### src/rtl/uart_alu_top.sv
// uart_alu_top: UART byte receiver feeding a small packet ALU whose
// responses are sent back through a 2-entry FIFO and a UART transmitter.
//
// Parameters:
//   PRESCALE - clk cycles per 1/8 bit (clk_freq / (baud * 8)).
// Ports:
//   clk  - system clock, all logic on the rising edge
//   rst  - asynchronous active-low reset
//   rx_i - UART serial input (8N1, LSB first, idle high)
//   tx_o - UART serial output (8N1, LSB first, idle high)
// Packet: opcode, reserved, length lo, length hi (total length including
// the 4-byte header), then payload. 0xEC echoes the payload; 0xA0 sums
// 32-bit little-endian operands and returns the 4-byte result.
// Optional feature: define UART_ALU_MUL_EN to enable opcode 0x88, which
// multiplies the operands (low 32 bits kept, empty product is 1).
module uart_alu_top #(
  parameter logic [15:0] PRESCALE = 16'h0035
) (
  input  logic clk,
  input  logic rst,
  input  logic rx_i,
  output logic tx_o
);

  localparam logic [18:0] BIT_CYC  = {PRESCALE, 3'b000};
  localparam logic [18:0] HALF_CYC = {1'b0, PRESCALE, 2'b00};

  localparam logic [7:0] OP_ECHO = 8'hEC;
  localparam logic [7:0] OP_ADD  = 8'hA0;
  localparam logic [7:0] OP_MUL  = 8'h88;

`ifdef UART_ALU_MUL_EN
  localparam logic MUL_EN = 1'b1;
`else
  localparam logic MUL_EN = 1'b0;
`endif

  localparam logic [2:0] ST_OPCODE  = 3'd0;
  localparam logic [2:0] ST_RSVD    = 3'd1;
  localparam logic [2:0] ST_LEN_LO  = 3'd2;
  localparam logic [2:0] ST_LEN_HI  = 3'd3;
  localparam logic [2:0] ST_PAYLOAD = 3'd4;
  localparam logic [2:0] ST_RESULT  = 3'd5;

  // ---------------- receiver ----------------
  logic        rx_meta_reg, rx_sync_reg, rx_prev_reg;
  logic        rx_busy_reg, rx_valid_reg;
  logic [18:0] rx_cnt_reg;
  logic [3:0]  rx_idx_reg;
  logic [7:0]  rx_data_reg;

  // Start requires a real high-to-low edge, so a line still low after a
  // frame error is not mistaken for a new start bit.
  wire rx_fall = rx_prev_reg & ~rx_sync_reg;

  always_ff @(posedge clk or negedge rst) begin
    if (!rst) begin
      rx_meta_reg  <= 1'b1;
      rx_sync_reg  <= 1'b1;
      rx_prev_reg  <= 1'b1;
      rx_busy_reg  <= 1'b0;
      rx_valid_reg <= 1'b0;
      rx_cnt_reg   <= '0;
      rx_idx_reg   <= '0;
      rx_data_reg  <= '0;
    end else begin
      rx_meta_reg  <= rx_i;
      rx_sync_reg  <= rx_meta_reg;
      rx_prev_reg  <= rx_sync_reg;
      rx_valid_reg <= 1'b0;
      if (!rx_busy_reg) begin
        if (rx_fall) begin
          rx_busy_reg <= 1'b1;
          rx_cnt_reg  <= HALF_CYC - 19'd1;  // land on mid start bit
          rx_idx_reg  <= 4'd0;
        end
      end else if (rx_cnt_reg != '0) begin
        rx_cnt_reg <= rx_cnt_reg - 19'd1;
      end else begin
        rx_cnt_reg <= BIT_CYC - 19'd1;
        if (rx_idx_reg == 4'd0) begin
          if (rx_sync_reg) rx_busy_reg <= 1'b0;  // glitch, not a start
          else             rx_idx_reg  <= 4'd1;
        end else if (rx_idx_reg <= 4'd8) begin
          rx_data_reg <= {rx_sync_reg, rx_data_reg[7:1]};
          rx_idx_reg  <= rx_idx_reg + 4'd1;
        end else begin
          rx_busy_reg  <= 1'b0;
          rx_valid_reg <= rx_sync_reg;  // low stop bit: byte discarded
        end
      end
    end
  end

  // ---------------- 2-entry transmit FIFO ----------------
  logic [7:0] fifo_mem [2];
  logic       fifo_wr_ptr_reg, fifo_rd_ptr_reg;
  logic [1:0] fifo_cnt_reg;
  logic       fifo_push, fifo_pop;
  logic [7:0] fifo_push_data;

  wire fifo_full  = (fifo_cnt_reg == 2'd2);
  wire fifo_empty = (fifo_cnt_reg == 2'd0);
  wire push_ok    = fifo_push & ~fifo_full;
  wire pop_ok     = fifo_pop & ~fifo_empty;

  genvar gi;
  generate
    for (gi = 0; gi < 2; gi++) begin : g_fifo_entry
      always_ff @(posedge clk or negedge rst) begin
        if (!rst)                                         fifo_mem[gi] <= '0;
        else if (push_ok && (fifo_wr_ptr_reg == gi[0]))   fifo_mem[gi] <= fifo_push_data;
      end
    end
  endgenerate

  always_ff @(posedge clk or negedge rst) begin
    if (!rst) begin
      fifo_wr_ptr_reg <= 1'b0;
      fifo_rd_ptr_reg <= 1'b0;
      fifo_cnt_reg    <= 2'd0;
    end else begin
      if (push_ok) fifo_wr_ptr_reg <= ~fifo_wr_ptr_reg;
      if (pop_ok)  fifo_rd_ptr_reg <= ~fifo_rd_ptr_reg;
      if (push_ok && !pop_ok)      fifo_cnt_reg <= fifo_cnt_reg + 2'd1;
      else if (pop_ok && !push_ok) fifo_cnt_reg <= fifo_cnt_reg - 2'd1;
    end
  end

  // ---------------- transmitter ----------------
  logic        tx_busy_reg;
  logic [18:0] tx_cnt_reg;
  logic [3:0]  tx_idx_reg;
  logic [8:0]  tx_shift_reg;  // remaining data bits plus stop bit

  // Reload straight from the end of a stop bit so frames run back-to-back.
  wire tx_last = tx_busy_reg && (tx_cnt_reg == '0) && (tx_idx_reg == 4'd9);
  assign fifo_pop = ~fifo_empty & (~tx_busy_reg | tx_last);

  always_ff @(posedge clk or negedge rst) begin
    if (!rst) begin
      tx_o         <= 1'b1;
      tx_busy_reg  <= 1'b0;
      tx_cnt_reg   <= '0;
      tx_idx_reg   <= '0;
      tx_shift_reg <= '1;
    end else if (fifo_pop) begin
      tx_o         <= 1'b0;
      tx_busy_reg  <= 1'b1;
      tx_cnt_reg   <= BIT_CYC - 19'd1;
      tx_idx_reg   <= 4'd0;
      tx_shift_reg <= {1'b1, fifo_mem[fifo_rd_ptr_reg]};
    end else if (tx_busy_reg) begin
      if (tx_cnt_reg != '0) begin
        tx_cnt_reg <= tx_cnt_reg - 19'd1;
      end else if (tx_idx_reg == 4'd9) begin
        tx_busy_reg <= 1'b0;
      end else begin
        tx_o         <= tx_shift_reg[0];
        tx_shift_reg <= {1'b1, tx_shift_reg[8:1]};
        tx_idx_reg   <= tx_idx_reg + 4'd1;
        tx_cnt_reg   <= BIT_CYC - 19'd1;
      end
    end
  end

  // ---------------- packet parser / ALU ----------------
  logic [2:0]  state_reg, state_next;
  logic [7:0]  opcode_reg, opcode_next;
  logic [7:0]  len_lo_reg, len_lo_next;
  logic [15:0] remain_reg, remain_next;
  logic [31:0] acc_reg, acc_next;
  logic [23:0] opnd_reg, opnd_next;  // first three bytes of current operand
  logic [1:0]  byte_idx_reg, byte_idx_next;
  logic [1:0]  res_idx_reg, res_idx_next;

  wire        op_mul   = MUL_EN && (opcode_reg == OP_MUL);
  wire        op_arith = (opcode_reg == OP_ADD) || op_mul;
  wire [15:0] total    = {rx_data_reg, len_lo_reg};
  wire [15:0] pay_len  = (total < 16'd4) ? 16'd0 : total - 16'd4;
  wire [31:0] operand  = {rx_data_reg, opnd_reg};
  logic [31:0] combined;

`ifdef UART_ALU_MUL_EN
  assign combined = op_mul ? acc_reg * operand : acc_reg + operand;
`else
  assign combined = acc_reg + operand;
`endif

  always_comb begin
    state_next     = state_reg;
    opcode_next    = opcode_reg;
    len_lo_next    = len_lo_reg;
    remain_next    = remain_reg;
    acc_next       = acc_reg;
    opnd_next      = opnd_reg;
    byte_idx_next  = byte_idx_reg;
    res_idx_next   = res_idx_reg;
    fifo_push      = 1'b0;
    fifo_push_data = rx_data_reg;
    case (state_reg)
      ST_OPCODE: if (rx_valid_reg) begin
        opcode_next   = rx_data_reg;
        // multiply starts from the identity so an empty product is 1
        acc_next      = (MUL_EN && rx_data_reg == OP_MUL) ? 32'd1 : 32'd0;
        byte_idx_next = 2'd0;
        res_idx_next  = 2'd0;
        state_next    = ST_RSVD;
      end
      ST_RSVD: if (rx_valid_reg) state_next = ST_LEN_LO;
      ST_LEN_LO: if (rx_valid_reg) begin
        len_lo_next = rx_data_reg;
        state_next  = ST_LEN_HI;
      end
      ST_LEN_HI: if (rx_valid_reg) begin
        remain_next = pay_len;
        if (pay_len != 16'd0) state_next = ST_PAYLOAD;
        else                  state_next = op_arith ? ST_RESULT : ST_OPCODE;
      end
      ST_PAYLOAD: if (rx_valid_reg) begin
        fifo_push     = (opcode_reg == OP_ECHO);
        opnd_next     = {rx_data_reg, opnd_reg[23:8]};
        byte_idx_next = byte_idx_reg + 2'd1;
        if (byte_idx_reg == 2'd3) acc_next = combined;
        remain_next   = remain_reg - 16'd1;
        if (remain_reg == 16'd1) state_next = op_arith ? ST_RESULT : ST_OPCODE;
      end
      ST_RESULT: begin
        fifo_push_data = acc_reg[{res_idx_reg, 3'b000} +: 8];
        if (!fifo_full) begin
          fifo_push    = 1'b1;
          res_idx_next = res_idx_reg + 2'd1;
          if (res_idx_reg == 2'd3) state_next = ST_OPCODE;
        end
      end
      default: state_next = ST_OPCODE;
    endcase
  end

  always_ff @(posedge clk or negedge rst) begin
    if (!rst) begin
      state_reg    <= ST_OPCODE;
      opcode_reg   <= '0;
      len_lo_reg   <= '0;
      remain_reg   <= '0;
      acc_reg      <= '0;
      opnd_reg     <= '0;
      byte_idx_reg <= '0;
      res_idx_reg  <= '0;
    end else begin
      state_reg    <= state_next;
      opcode_reg   <= opcode_next;
      len_lo_reg   <= len_lo_next;
      remain_reg   <= remain_next;
      acc_reg      <= acc_next;
      opnd_reg     <= opnd_next;
      byte_idx_reg <= byte_idx_next;
      res_idx_reg  <= res_idx_next;
    end
  end

endmodule

### config.mk
export PLATFORM = sky130hd
export DESIGN_NAME = uart_alu_top
export DESIGN_NICKNAME = d
export VERILOG_FILES = /design/src/rtl/uart_alu_top.sv
export SDC_FILE = /design/constraint.sdc
export NUM_CORES = 1
export LEC_CHECK = 0
export ABC_AREA = 1
export ABC_CLOCK_PERIOD_IN_PS = 4510
export CORE_MARGIN = 2
export CORE_UTILIZATION = 35
export CTS_BUF_LIST = sky130_fd_sc_hd__clkbuf_8
export DETAILED_ROUTE_END_ITERATION = 8
export HOLD_SLACK_MARGIN = 0.03
export SLEW_MARGIN = 20
export SYNTH_ARGS = -nofsm -noshare
export SYNTH_HDL_FRONTEND = slang
export SYNTH_SLANG_ARGS = --single-unit
### constraint.sdc
create_clock -name clk -period 4.51 [get_ports clk]
set_input_delay 0.902 -clock clk [delete_from_list [all_inputs] [get_ports clk]]
set_output_delay 0.902 -clock clk [all_outputs]
set_load 0.02 [all_outputs]
; Word-level counts from Yosys, hierarchy flattened
; Index checks and enable logic that the tools add are counted.
[totals]
in_bits = 3
elab_cells = 187
n_memories = 0
ramBits = 0
output_inout_bits = 1
regBits = 185
latch_bits = 0
rom_bits = 0
[op_classes]
mul = 0
n_div = 0
n_eq_ne = 27
n_lt_le_gt_ge = 3
bitwise = 14
n_reduce_logical = 33
mux = 72
shift = 1
addsub = 11
[ops]
columns = op, count
row1 = $mux W19, 7
row2 = $mux W32, 3
row3 = $pmux W32 S2, 1
row4 = $mux W16, 3
row5 = $mux W4, 10
row6 = $reduce_bool A19 Y1, 2
row7 = $sub A19 B1 Y19 const B, 2
row8 = $mux W9, 4
row9 = $add A32 B32 Y32, 1
row10 = $mux W8, 4
row11 = $pmux W16 S2, 1
row12 = $shiftx A32 B6 Y8, 1
row13 = $mux W3, 10
row14 = $ne A2 B2 Y1 const B, 12
row15 = $mux W1, 20
row16 = $logic_not A19 Y1, 1
row17 = $pmux W3 S6, 1
row18 = $eq A16 B1 Y1 const B, 1
row19 = $eq A8 B8 Y1 const B, 2
row20 = $lt A16 B3 Y1 const B, 1
row21 = $reduce_bool A16 Y1, 1
row22 = $sub A16 B1 Y16 const B, 1
row23 = $sub A16 B3 Y16 const B, 1
row24 = $reduce_and A3 Y1, 4
row25 = 29 further kinds, 67

; Depth between registers and ports, before layout
; Gate-level depths: netlist of run 1.
[logic_depth]
depth_word = 9
ltp_mapped = 15
ltp_nobuf = 15

; Worst setup path before layout of run 1
; Ideal clock, no wire load.
[synth_timing]
path_kind = reg-to-reg
start = register tx_cnt_reg[0]
end = register fifo_cnt_reg[1]
n_path_buf = 1
stages_incl_launch_ff = 13
path_slack_ns = 2.052
required_ns = 4.379
synth_period_minus_slack_ns = 2.458
setup_ns = 0.131
t_arrival_ns = 2.327
cell_sequence = dfrtp_1 inv_1 ha_1 nand2_2 nor2_4 nand4_4 o21ai_4 nand2_4 clkbuf_1 ha_1 a21oi_1 o21ai_0 xor2_1
[synth_via]
elab_chain_cells = 9
elab_cells_between_ends = 11
classes_between = 1 x mux / 3 x bitwise / 7 x reduce/logical
[synth_lines]
columns = item, line_no
row1 = start: declaration, 132  ; logic [18:0] tx_cnt_reg;
row2 = start signal: assignment, 150  ; tx_cnt_reg <= BIT_CYC - 19'd1;
row3 = start signal: assignment, 155  ; tx_cnt_reg <= tx_cnt_reg - 19'd1;
row4 = start signal: assignment, 162  ; tx_cnt_reg <= BIT_CYC - 19'd1;
row5 = $logic_not A19 Y1 *, 137  ; wire tx_last = tx_busy_reg && (tx_cnt_reg == '0) && (tx_idx_reg == 4'd9);
row6 = $logic_and A1 B1 Y1 * (2 in a row), 137
row7 = $or A1 B1 Y1 *, 138  ; assign fifo_pop = ~fifo_empty & (~tx_busy_reg | tx_last);
row8 = $and A1 B1 Y1 *, 138
row9 = $and A1 B1 Y1 *, 105  ; wire pop_ok = fifo_pop & ~fifo_empty;
row10 = $logic_not A1 Y1, 125  ; if (push_ok && !pop_ok) fifo_cnt_reg <= fifo_cnt_reg + 2'd1;
row11 = $logic_and A1 B1 Y1, 125
row12 = $mux W2 / $reduce_bool A2 Y1 (equally long branches), n/a
row13 = end signal: assignment, 125
row14 = end signal: assignment, 126  ; else if (pop_ok && !push_ok) fifo_cnt_reg <= fifo_cnt_reg - 2'd1;
row15 = end: declaration, 98  ; logic [1:0] fifo_cnt_reg;
; Mark *: on every way between the ends. The rest lies on a longest branch, timed or not.
; A chain may end at the register's enable or synchronous reset.

; Worst setup path in the final report of run 1
[layout_timing]
start = register state_reg[0]
end = register acc_reg[2]
[layout_via]
elab_chain_cells = 3
elab_cells_between_ends = 8
classes_between = 4 x eq/ne / 1 x mux / 3 x reduce/logical
[layout_lines]
columns = item, line_no
row1 = start: declaration, 168  ; logic [2:0] state_reg, state_next;
row2 = start signal: assignment, 251  ; state_reg <= state_next;
row3 = $eq A3 B3 Y1 / $logic_not A3 Y1 (equally long branches), 201  ; case (state_reg)
row4 = $ne A2 B2 Y1 (no line) / $reduce_bool A2 Y1 (equally long branches), n/a
row5 = $reduce_and A4 Y1 (no line), n/a
row6 = end signal: assignment, 255  ; acc_reg <= acc_next;
row7 = end: declaration, 172  ; logic [31:0] acc_reg, acc_next;
; Parallel ways exist; a longest one is shown, timed or not.

==> run metrics, run 1 <==
EDFF count, synth=0; initial antenna violation count=0; synthesized area=between 10000 and 15000 sq um; Num CTS Buffers=17; final setup fails=0; Period Utilization, post-route=0.680; final net count=1553; Synth area leader=dfrtp_1; Seq/Total Area, Yosys=0.415; vias per cell=~5.2; CP max stage cell=inv_1; Rows=65; H-tree Lvls=4; Critical Path Max Stage Delay=0.71 ns; fin. max-slew vios=0; worst slack after detailed placement=between 1 and 1.5 ns; asr flop ratio synth=1.00; grt total ovfl=0; max reg flops=32; crit-path max FO=28; syn_area_per_cell=7.33 sq um; RSZ-0062 raised after global routing=no; Tightest Pin Transition=between 0.8 and 0.9 ns; drt pass-1 iters=5; final WL=29200 um; global-route wire length before repair=roughly 48000 um; Post-CTS Setup Inserts=0; Setup TNS=0 ns; Worst-path clk slew=roughly 0.13 ns; Worst setup SP type=register; clk sinks=184; die area=approximately 33000 sq um; number of antenna diodes=0; status=finished, final reports clean; max-cap violation count=0; Post-Syn Nets=1565; final weighted congestion in routability-driven placement=0.888; Worst slew margin=0.447; vias in the first global route=between 9000 and 10000; Root Driver=clkbuf_8; filler instances=about 3200; clock skew=~0.029 ns; I/O Buffers=3; Initial Util=0.354; Ys Warns=0; Peak VDD IR=around 0.23 mV; DR vias=9927; Crit Path Category=register to register; power per cell area=approximately 290 nW/um^2; CTS tree=built; Critical Path AT=3.49 ns; dominant cells by area after synthesis=dfrtp_1 (39%), nand2_1 (13%), o21ai_0 (9.0%), inv_1 (5.9%), nor2_1 (5.1%); Fmax=0.326 GHz; Worst Setup End Kind=register; HP Class=register to register; Die H=182 um; Die Wd=around 180 um; P_leak=approximately 5.7 nW; top-count cell post-synth=nand2_1; largest net degree at the start of global routing=between 80 and 90; CTS Buffer Depth=2; Util after Layout=0.382; CP Cell Sequence=nor2_4 > nand2_2 > inv_1 > nand2_1 > inv_1 > o21ai_0 > o21ai_0; most frequent cells after synthesis=nand2_1 (378), o21ai_0 (201), inv_1 (175), dfrtp_1 (172), nor2_1 (151); num ports=4; FF/Latch Area=4620 sq um; initial DRC count=855; Post-synth top flop=dfrtp_1; synth unique cells=45; DR WL/cell=around 15 um; total track usage=0.180; DP HPWL=21500 um; Final min period=3.07 ns; Post-CTS Resized=0; layout cell share with drive strength beyond 1=0.0454; final hold violations=0; setup ws final=approximately 1.4 ns; clk_lat worst skew=~0.49 ns; DRC viols=0; Multi-input gate area=5680 sq um; CP Data Required Time=between 4 and 5 ns; Core Area=approximately 31000 sq um; Yosys top cell area share=0.387; layout overhead on the synthesized area=7.67%; hold_ws=between 0.3 and 0.4 ns; post-synthesis instance total=1518; Post-DRT Antenna Nets=0; flops & latches, synth=approximately 180; CTS hold repair buffers=0
## worst max-delay path, delay by kind of cell (launching register included)
family,cells,cell delay (ns)
and+or+nand+nor,3,0.92
AOI/OAI and AO/OA,2,0.36
DFF,1,0.47
buffers and inverters,2,1.25
## layout by cell type (no fill, tap or decap), types with 2 or more instances in the layout
cell and instances:
nand2_1 378, o21ai_0 201, inv_1 175, dfrtp_1 172
nor2_1 151, nand3_1 100, a21oi_1 81, ha_1 43
xor2_1 29, nand4_1 19, nor3_1 19, clkbuf_8 18
o22ai_1 15, dfstp_2 12, a31oi_1 11, nand3b_1 9
xnor2_1 7, o211ai_1 6, inv_6 6, o31ai_1 5
nor2_4 4, o21bai_1 4, a21o_1 4, nand2_2 3
nor2_2 3, o311ai_0 3, nor4_1 3, o21a_1 3
or2_2 3, clkinv_8 3, inv_8 3, buf_4 3
nand2_4 2, a32o_1 2, a21boi_0 2, bufinv_16 2
clkdlybuf4s50_1 2
## layout make-up
class                      instances  share of cell area
inverter                         177              0.0555
clock buffer                      17              0.0195
multi-input combinational       1119               0.474
timing repair buffer               7             0.00637
tap                              402              0.0420
sequential                       184               0.386
clock inverter                    15              0.0169
## final timing paths
path / from / slack (ns) / end / cells past startpoint
worst max register to register: state_reg[0]$_DFFE_PN0P_ / 1.44 / acc_reg[2]$_DFFE_PN0P_ / 7
worst min register to register: rx_meta_reg$_DFF_PN1_ / 0.37 / rx_sync_reg$_DFF_PN1_ / 0
max in group asynchronous: rst / 3.05 / tx_shift_reg[7]$_DFFE_PN1P_ / 2
worst min-delay path: rx_meta_reg$_DFF_PN1_ / 0.37 / rx_sync_reg$_DFF_PN1_ / 0
worst max-delay path: state_reg[0]$_DFFE_PN0P_ / 1.44 / acc_reg[2]$_DFFE_PN0P_ / 7
min in group asynchronous: rst / 0.43 / acc_reg[10]$_DFFE_PN0P_ / 1
## power by group
group | internal (W) | switching, W | total [W] | leakage [nW]
registers | 0.00173 | 0.0000745 | 0.00181 | 2.50
clock network | 0.000528 | 0.000705 | 0.00123 | 0.217
logic | 0.000150 | 0.000272 | 0.000422 | 3.03
## kinds of logic after synthesis
logic type                 Yosys count  share of synthesized area
and+or+nand+nor                    697                      0.266
xor gates and xnor gates            36                     0.0283
buffers and inverters              215                     0.0747
AOI/OAI and AO/OA                  342                      0.166
adders and majority gates           44                     0.0502
DFF                                184                      0.415
## through the flow
stage	cells	instance area, sq um	total power [W]
final	1921	12000	0.00346
after global routing	1921	12000	0.00365
after CTS	1921	12000	0.00350
after detailed placement	1889	11500	0.00226
after global placement	1889	11500	0.00225
after floorplan	1518	11100	0.00213
## metal layers
| metal | vias up | part of all wire | track usage | wire (um) |
|---|---|---|---|---|
| met5 | - | 0 | 0 | 0 |
| met1 | 4681 | 0.48 | 0.245 | 13900 |
| li1 | 5004 | - | - | - |
| met4 | 0 | 0.016 | 0.0497 | 474 |
| met3 | 33 | 0.038 | 0.0257 | 1110 |
| met2 | 209 | 0.47 | 0.300 | 13700 |
(Power assumes the default switching activity.)
==> run 2: changes to the inputs <==
--- a/config.mk
+++ b/config.mk
@@ -6,7 +6,7 @@
 export NUM_CORES = 1
 export LEC_CHECK = 0
 export ABC_AREA = 1
-export ABC_CLOCK_PERIOD_IN_PS = 4510
+export ABC_CLOCK_PERIOD_IN_PS = 2700
 export CORE_MARGIN = 2
 export CORE_UTILIZATION = 35
 export CTS_BUF_LIST = sky130_fd_sc_hd__clkbuf_8
==> constraint.sdc (replaced) <==
create_clock -name clk -period 2.7 [get_ports clk]
set_input_delay 0.54 -clock clk [delete_from_list [all_inputs] [get_ports clk]]
set_output_delay 0.54 -clock clk [all_outputs]
set_load 0.02 [all_outputs]
==> run 2 against run 1 <==
- hold slack got worse by 0.0059 ns
- fmax rose by 26%
- clock skew fell by 0.010 ns
- via count rose by 0.53%
- core utilization rose by 0.41 points
- flip-flop and latch count did not move
- total power rose by 64%
- sequential share of layout area fell by 0.41 points
- non-clock buffer count rose by 21
- critical path type unchanged
- highest routed layer unchanged
==> run metrics, run 2 (synthesis gave the netlist of run 1 again) <==
HP Class=register to register (unchanged); Period Utilization, post-route=0.900 (was 0.680); DR WL/cell=14.9 um (was 15.2 um); worst slack after detailed placement=0.319 ns (was 1.48 ns); Num CTS Buffers=17 (unchanged); Tightest Pin Transition=0.669 ns (was 0.830 ns); P_sw=0.00170 W (was 0.00105 W); max reg flops=32 (unchanged); DR vias=9980 (was 9927); DRC viols=0 (unchanged); CP Launch Point=tx_cnt_reg[0]$_DFFE_PN0P_ (was state_reg[0]$_DFFE_PN0P_); fin. max-slew vios=0 (unchanged); worst reg2reg path depth=13 (was 7); final net count=1574 (was 1553); Fmax=0.412 GHz (was 0.326 GHz); Worst slew margin=0.554 (was 0.447); I/O Buffers=3 (unchanged); final weighted congestion in routability-driven placement=0.944 (was 0.888); cell mode on critical path=nand2_1; Post-CTS Resized=0 (unchanged); vias per cell=5.14 (was 5.17); WP buf/inv=2 (unchanged); die area=33200 sq um (unchanged); Root Driver=clkbuf_8 (unchanged); max-cap violation count=0 (unchanged); post-route design area=12100 sq um (was 12000 sq um); Crit Path Category=register to register (unchanged); power share of the clock group=0.343 (was 0.356); largest net degree at the start of global routing=57 (was 85); initial DRC count=673 (was 855); CTS hold repair buffers=1 (was 0); Die H=182 um (unchanged); number of cells on the critical path=13 (was 7); grt total ovfl=0 (unchanged); power per cell area=468 nW/um^2 (was 289 nW/um^2); global-route wire length before repair=48100 um (was 47900 um); DP HPWL=21100 um (was 21500 um); final WL=28900 um (was 29200 um); Rows=65 (unchanged); clk_lat worst skew=0.51 ns (was 0.49 ns); CP endpoint=tx_cnt_reg[17]$_DFFE_PN0P_ (was acc_reg[2]$_DFFE_PN0P_); CP max stage cell=dfrtp_1 (was inv_1); Peak VDD IR=0.338 mV (was 0.227 mV); RR Endpoint=tx_cnt_reg[17]$_DFFE_PN0P_ (was acc_reg[2]$_DFFE_PN0P_); register share of total power=0.532 (was 0.522); hold_ws=0.363 ns (was 0.369 ns); most common cell after layout, fill and taps aside=nand2_1 (unchanged); Sw Share=0.300 (was 0.304); setup ws final=0.271 ns (was 1.44 ns); most frequent cells in the layout=nand2_1 (378), o21ai_0 (201), inv_1 (177) (was nand2_1 (378), o21ai_0 (201), inv_1 (175)); Initial Util=0.354 (unchanged); Worst Setup End Kind=register (unchanged); Worst-path clk slew=0.11 ns (was 0.13 ns); Pint=0.00397 W (was 0.00241 W); Post-CTS Setup Inserts=0 (unchanged); FF/Latch Area=4620 sq um (unchanged); Worst setup SP type=register (unchanged); FF-to-FF setup slack=0.27 ns (was 1.44 ns); Setup TNS=0 ns (unchanged); Final min period=2.43 ns (was 3.07 ns); clock skew=0.0185 ns (was 0.0288 ns); Critical Path AT=2.85 ns (was 3.49 ns); final hold violations=0 (unchanged); Critical Path Max Stage Delay=0.37 ns (was 0.71 ns); num ports=4 (unchanged); P_leak=5.84 nW (was 5.75 nW); Multi-input gate area=5680 sq um (unchanged); filler instances=3274 (was 3247); vias in the first global route=9438 (was 9398); Die Wd=182 um (unchanged); total track usage=0.180 (about the same); layout overhead on the synthesized area=8.84% (was 7.67%); CP Cell Sequence=inv_1 > ha_1 > nand2_2 > nor2_4 > nand4_4 > o21ai_4 > nand2_4 > nand2_2 > buf_4 > nand2_1 > nand2_1 > nand2_1 > nor2_1 (was nor2_4 > nand2_2 > inv_1 > nand2_1 > inv_1 > o21ai_0 > o21ai_0); Core Area=31400 sq um (unchanged); drt pass-1 iters=5 (unchanged); CTS Buffer Depth=2 (unchanged); Post-DRT Antenna Nets=0 (unchanged); Top delay family on crit path=simple AND/OR/NAND/NOR gates (was buffers and inverters); clk sinks=184 (unchanged); H-tree Lvls=4 (unchanged); number of antenna diodes=0 (unchanged); layout cell share with drive strength beyond 1=0.0565 (was 0.0454); final setup fails=0 (unchanged); status=finished, final reports clean (unchanged); crit-path max FO=22 (was 28); RR Startpoint=tx_cnt_reg[0]$_DFFE_PN0P_ (was state_reg[0]$_DFFE_PN0P_); initial antenna violation count=0 (unchanged); RSZ-0062 raised after global routing=no (unchanged); Comb pwr share=0.126 (was 0.122); CP Data Required Time=3.13 ns (was 4.94 ns); overall power=0.00567 W (was 0.00346 W); CTS tree=built (unchanged); area post-placement=11700 sq um (was 11500 sq um)
==> run 2: changes by cell type in the layout (fill, tap and decap cells not counted) <==
cell / change
inv_1: +2
bufinv_16: -1
clkbuf_8: +3
clkinvlp_4: +1
buf_12: +1
dlygate4sd3_1: +1
inv_8: -1
clkinv_8: -3
clkinv_4: +2
buf_4: +19
inv_6: -3
==> run 2: worst reg2reg max path, stage by stage, from the launching register on <==
cell and delay (ns):
dfrtp_1 0.37, inv_1 0.14, ha_1 0.23, nand2_2 0.11, nor2_4 0.18, nand4_4 0.18, o21ai_4 0.20, nand2_4 0.15
nand2_2 0.23, buf_4 0.28, nand2_1 0.08, nand2_1 0.06, nand2_1 0.04, nor2_1 0.09
==> run 2: worst min path at each step <==
stage                          start                endpoint  slack [ns]  cells past startpoint
2_1_floorplan                    rst  acc_reg[0]$_DFFE_PN0P_        0.24                      0
3_3_place_gp   rx_meta_reg$_DFF_PN1_   rx_sync_reg$_DFF_PN1_        0.35                      0
3_5_place_dp   rx_meta_reg$_DFF_PN1_   rx_sync_reg$_DFF_PN1_        0.35                      0
4_1_cts        rx_meta_reg$_DFF_PN1_   rx_sync_reg$_DFF_PN1_        0.36                      0
5_1_grt        rx_meta_reg$_DFF_PN1_   rx_sync_reg$_DFF_PN1_        0.37                      0
6_report       rx_meta_reg$_DFF_PN1_   rx_sync_reg$_DFF_PN1_        0.36                      0
==> run 2: power groups by stage <==
| stage | combinational, W | sequential [W] | clock [W] |
|---|---|---|---|
| 2_1_floorplan | 0.000521 | 0.00304 | 0 |
| 3_3_place_gp | 0.000698 | 0.00306 | 0 |
| 3_5_place_dp | 0.000713 | 0.00306 | 0 |
| 4_1_cts | 0.000717 | 0.00301 | 0.00200 |
| 5_1_grt | 0.000843 | 0.00303 | 0.00210 |
| 6_report | 0.000711 | 0.00301 | 0.00194 |
==> run 2: final cells by class <==
| type | count | area share |
|---|---|---|
| Tap cell | 402 | 0.0415 |
| Timing Repair Buffer | 28 | 0.0206 |
| Clock inverter | 12 | 0.00982 |
| Multi-Input combinational cell | 1119 | 0.469 |
| Inverter | 177 | 0.0549 |
| Sequential cell | 184 | 0.381 |
| Clock buffer | 20 | 0.0227 |
==> run 2: through the flow <==
step	std cells	util
3_5_place_dp	1909	0.373
3_3_place_gp	1909	0.373
2_1_floorplan	1518	-
6_report	1942	0.386
4_1_cts	1942	0.386
5_1_grt	1942	0.386
==> run 2: routing by layer <==
layer | global-route usage | up-vias | wire, um
li1 | - | 5032 | -
met1 | 0.244 | 4736 | 13700
met2 | 0.292 | 173 | 13400
met3 | 0.0303 | 39 | 1140
met4 | 0.0616 | 0 | 647
met5 | 0 | - | 0
==> run 3: changes to the inputs <==
--- a/config.mk
+++ b/config.mk
@@ -11,6 +11,7 @@
 export CORE_UTILIZATION = 35
 export CTS_BUF_LIST = sky130_fd_sc_hd__clkbuf_8
 export DETAILED_ROUTE_END_ITERATION = 8
+export DONT_BUFFER_PORTS = 1
 export HOLD_SLACK_MARGIN = 0.03
 export SLEW_MARGIN = 20
 export SYNTH_ARGS = -nofsm -noshare
==> run 3 against run 2 <==
- the flow now finishes with violations (negative hold slack)
- clock-buffer cell count shrank 1
- via count shrank 1.4%
- clock power shrank 6%
- non-clock buffer count shrank 7
- core utilization shrank 0.37 points
- flip-flop and latch count is the same
- die area is the same
- cell count shrank 0.41%
- critical endpoint is now tx_cnt_reg[15]$_DFFE_PN0P_
- largest cell class unchanged
- highest routed layer unchanged
==> run metrics, run 3 (synthesis gave the netlist of run 1 again) <==
crit-path max FO=24 (was 22); max-cap violation count=0 (unchanged); initial DRC count=695 (was 673); max reg flops=32 (unchanged); I/O Buffers=0 (was 3); vias in the first global route=9237 (was 9438); largest net degree at the start of global routing=185 (was 57); Worst slew margin=0.516 (was 0.554); Worst setup SP type=register (unchanged); Crit Path Category=register to register (unchanged); Peak VDD IR=0.335 mV (was 0.338 mV); global-route wire length before repair=47400 um (was 48100 um); initial antenna violation count=0 (unchanged); layout cell share with drive strength beyond 1=0.0529 (was 0.0565); Die Wd=182 um (unchanged); RSZ-0062 raised after global routing=no (unchanged); Post-DRT Antenna Nets=0 (unchanged); total track usage=0.177 (was 0.180); status=complete, but fails checks (was finished, final reports clean); Util after Layout=0.382 (was 0.386); RR Startpoint=tx_cnt_reg[0]$_DFFE_PN0P_ (unchanged); Core Area=31400 sq um (unchanged); fin. max-slew vios=0 (unchanged); power per cell area=458 nW/um^2 (was 468 nW/um^2); P_sw=0.00159 W (was 0.00170 W); Rows=65 (unchanged); worst slack after detailed placement=0.301 ns (was 0.319 ns); Setup TNS=0 ns (unchanged); hold_ws=-0.265 ns (was 0.363 ns); power share of the clock group=0.333 (was 0.343); Die H=182 um (unchanged); layout overhead on the synthesized area=7.78% (was 8.84%); most frequent cells in the layout=nand2_1 (378), o21ai_0 (201), inv_1 (177) (unchanged); num ports=4 (unchanged); setup ws final=0.304 ns (was 0.271 ns); Critical Path AT=2.75 ns (was 2.85 ns); Post-CTS Resized=0 (unchanged); CP Data Required Time=3.05 ns (was 3.13 ns); die area=33200 sq um (unchanged); CP Launch Point=tx_cnt_reg[0]$_DFFE_PN0P_ (unchanged); Initial Util=0.354 (unchanged); overall power=0.00549 W (was 0.00567 W); DP HPWL=20600 um (was 21100 um); clk sinks=184 (unchanged); Comb pwr share=0.119 (was 0.126); Worst-path clk slew=0.11 ns (about the same); final weighted congestion in routability-driven placement=0.938 (was 0.944); HP Class=input pin to async pin (was register to register); final setup fails=0 (unchanged); clock skew=0.0199 ns (was 0.0185 ns); H-tree Lvls=4 (unchanged); DR vias=9840 (was 9980); register share of total power=0.549 (was 0.532); Pint=0.00391 W (was 0.00397 W); most common cell after layout, fill and taps aside=nand2_1 (unchanged); vias per cell=5.09 (was 5.14); Sw Share=0.288 (was 0.300); number of antenna diodes=0 (unchanged); final net count=1567 (was 1574); Post-CTS Setup Inserts=0 (unchanged); P_leak=5.78 nW (was 5.84 nW); CTS tree=built (unchanged); Final min period=2.40 ns (was 2.43 ns); Worst Setup End Kind=register (unchanged); Period Utilization, post-route=0.887 (was 0.900); clk_lat worst skew=0.49 ns (was 0.51 ns); drt pass-1 iters=5 (unchanged); final WL=28200 um (was 28900 um); CTS Buffer Depth=2 (unchanged); DR WL/cell=14.6 um (was 14.9 um); Root Driver=clkbuf_8 (unchanged); failing checks=negative hold slack; Fmax=0.417 GHz (was 0.412 GHz); Tightest Pin Transition=0.726 ns (was 0.669 ns); Num CTS Buffers=17 (unchanged); grt total ovfl=0 (unchanged); DRC viols=0 (unchanged); final hold violations=172 (was 0); CTS hold repair buffers=1 (unchanged)
==> run 3: cell count changes in the layout (fill, tap and decap cells not counted), sizes merged <==
cell,change
clkdlybuf4s50,-2
clkbuf,-2
clkinv,+2
buf,-4
clkinvlp,+2
inv,-4
==> run 3: metal layers <==
layer  GRT usage  up-vias  routed length [um]
met5           0        -                   0
met4      0.0610        0                 701
met3      0.0309       47                1360
met2       0.280      221               12800
met1       0.244     4566               13400
li1            -     5006                   -
==> run 3: cell type report <==
| cell class | count | area (sq um) |
|---|---|---|
| tap | 402 | 503 |
| fill | 3280 | 19400 |
| multi-input combinational | 1119 | 5680 |
| timing repair buffer | 21 | 160 |
| sequential | 184 | 4620 |
| clock buffer | 19 | 262 |
| inverter | 177 | 664 |
| clock inverter | 12 | 104 |
==> run 3: per-stage QoR <==
stage	instances	hold slack, ns	instance area, sq um
global route	1934	-0.308	12000
finish	1934	-0.265	12000
CTS	1934	-0.291	12000
floorplan	1518	0.244	11100
detailed placement	1902	0.262	11600
global placement	1902	0.262	11600
==> run 3: power by group through the flow <==
stage | sequential, W | clock, W | combinational, W
final | 0.00301 | 0.00183 | 0.000651
after floorplan | 0.00304 | 0 | 0.000521
after global placement | 0.00306 | 0 | 0.000644
after CTS | 0.00301 | 0.00189 | 0.000660
after detailed placement | 0.00306 | 0 | 0.000657
after global routing | 0.00304 | 0.00201 | 0.000773
==> run 3: critical path, cell delays in order (launching register included) <==
cell     delay, ns
dfrtp_1       0.37
inv_1         0.13
ha_1          0.23
nand2_2       0.10
nor2_4        0.16
nand4_4       0.18
o21ai_4       0.20
buf_4         0.19
nand2_2       0.25
buf_4         0.27
nand2_1       0.06
nand2_1       0.04
nand2_1       0.05
nor2_1        0.03
==> run 3: worst paths after layout <==
check | endpoint | slack, ns | depth (start not counted)
setup / recovery | tx_cnt_reg[15]$_DFFE_PN0P_ | 0.30 | 13
hold / removal | opnd_reg[12]$_DFFE_PN0P_ | -0.26 | 0
setup reg to reg | tx_cnt_reg[15]$_DFFE_PN0P_ | 0.30 | 13
hold reg to reg | rx_sync_reg$_DFF_PN1_ | 0.36 | 0
max in group asynchronous | rx_meta_reg$_DFF_PN1_ | 2.52 | 0
min in group clk | rx_sync_reg$_DFF_PN1_ | 0.36 | 0
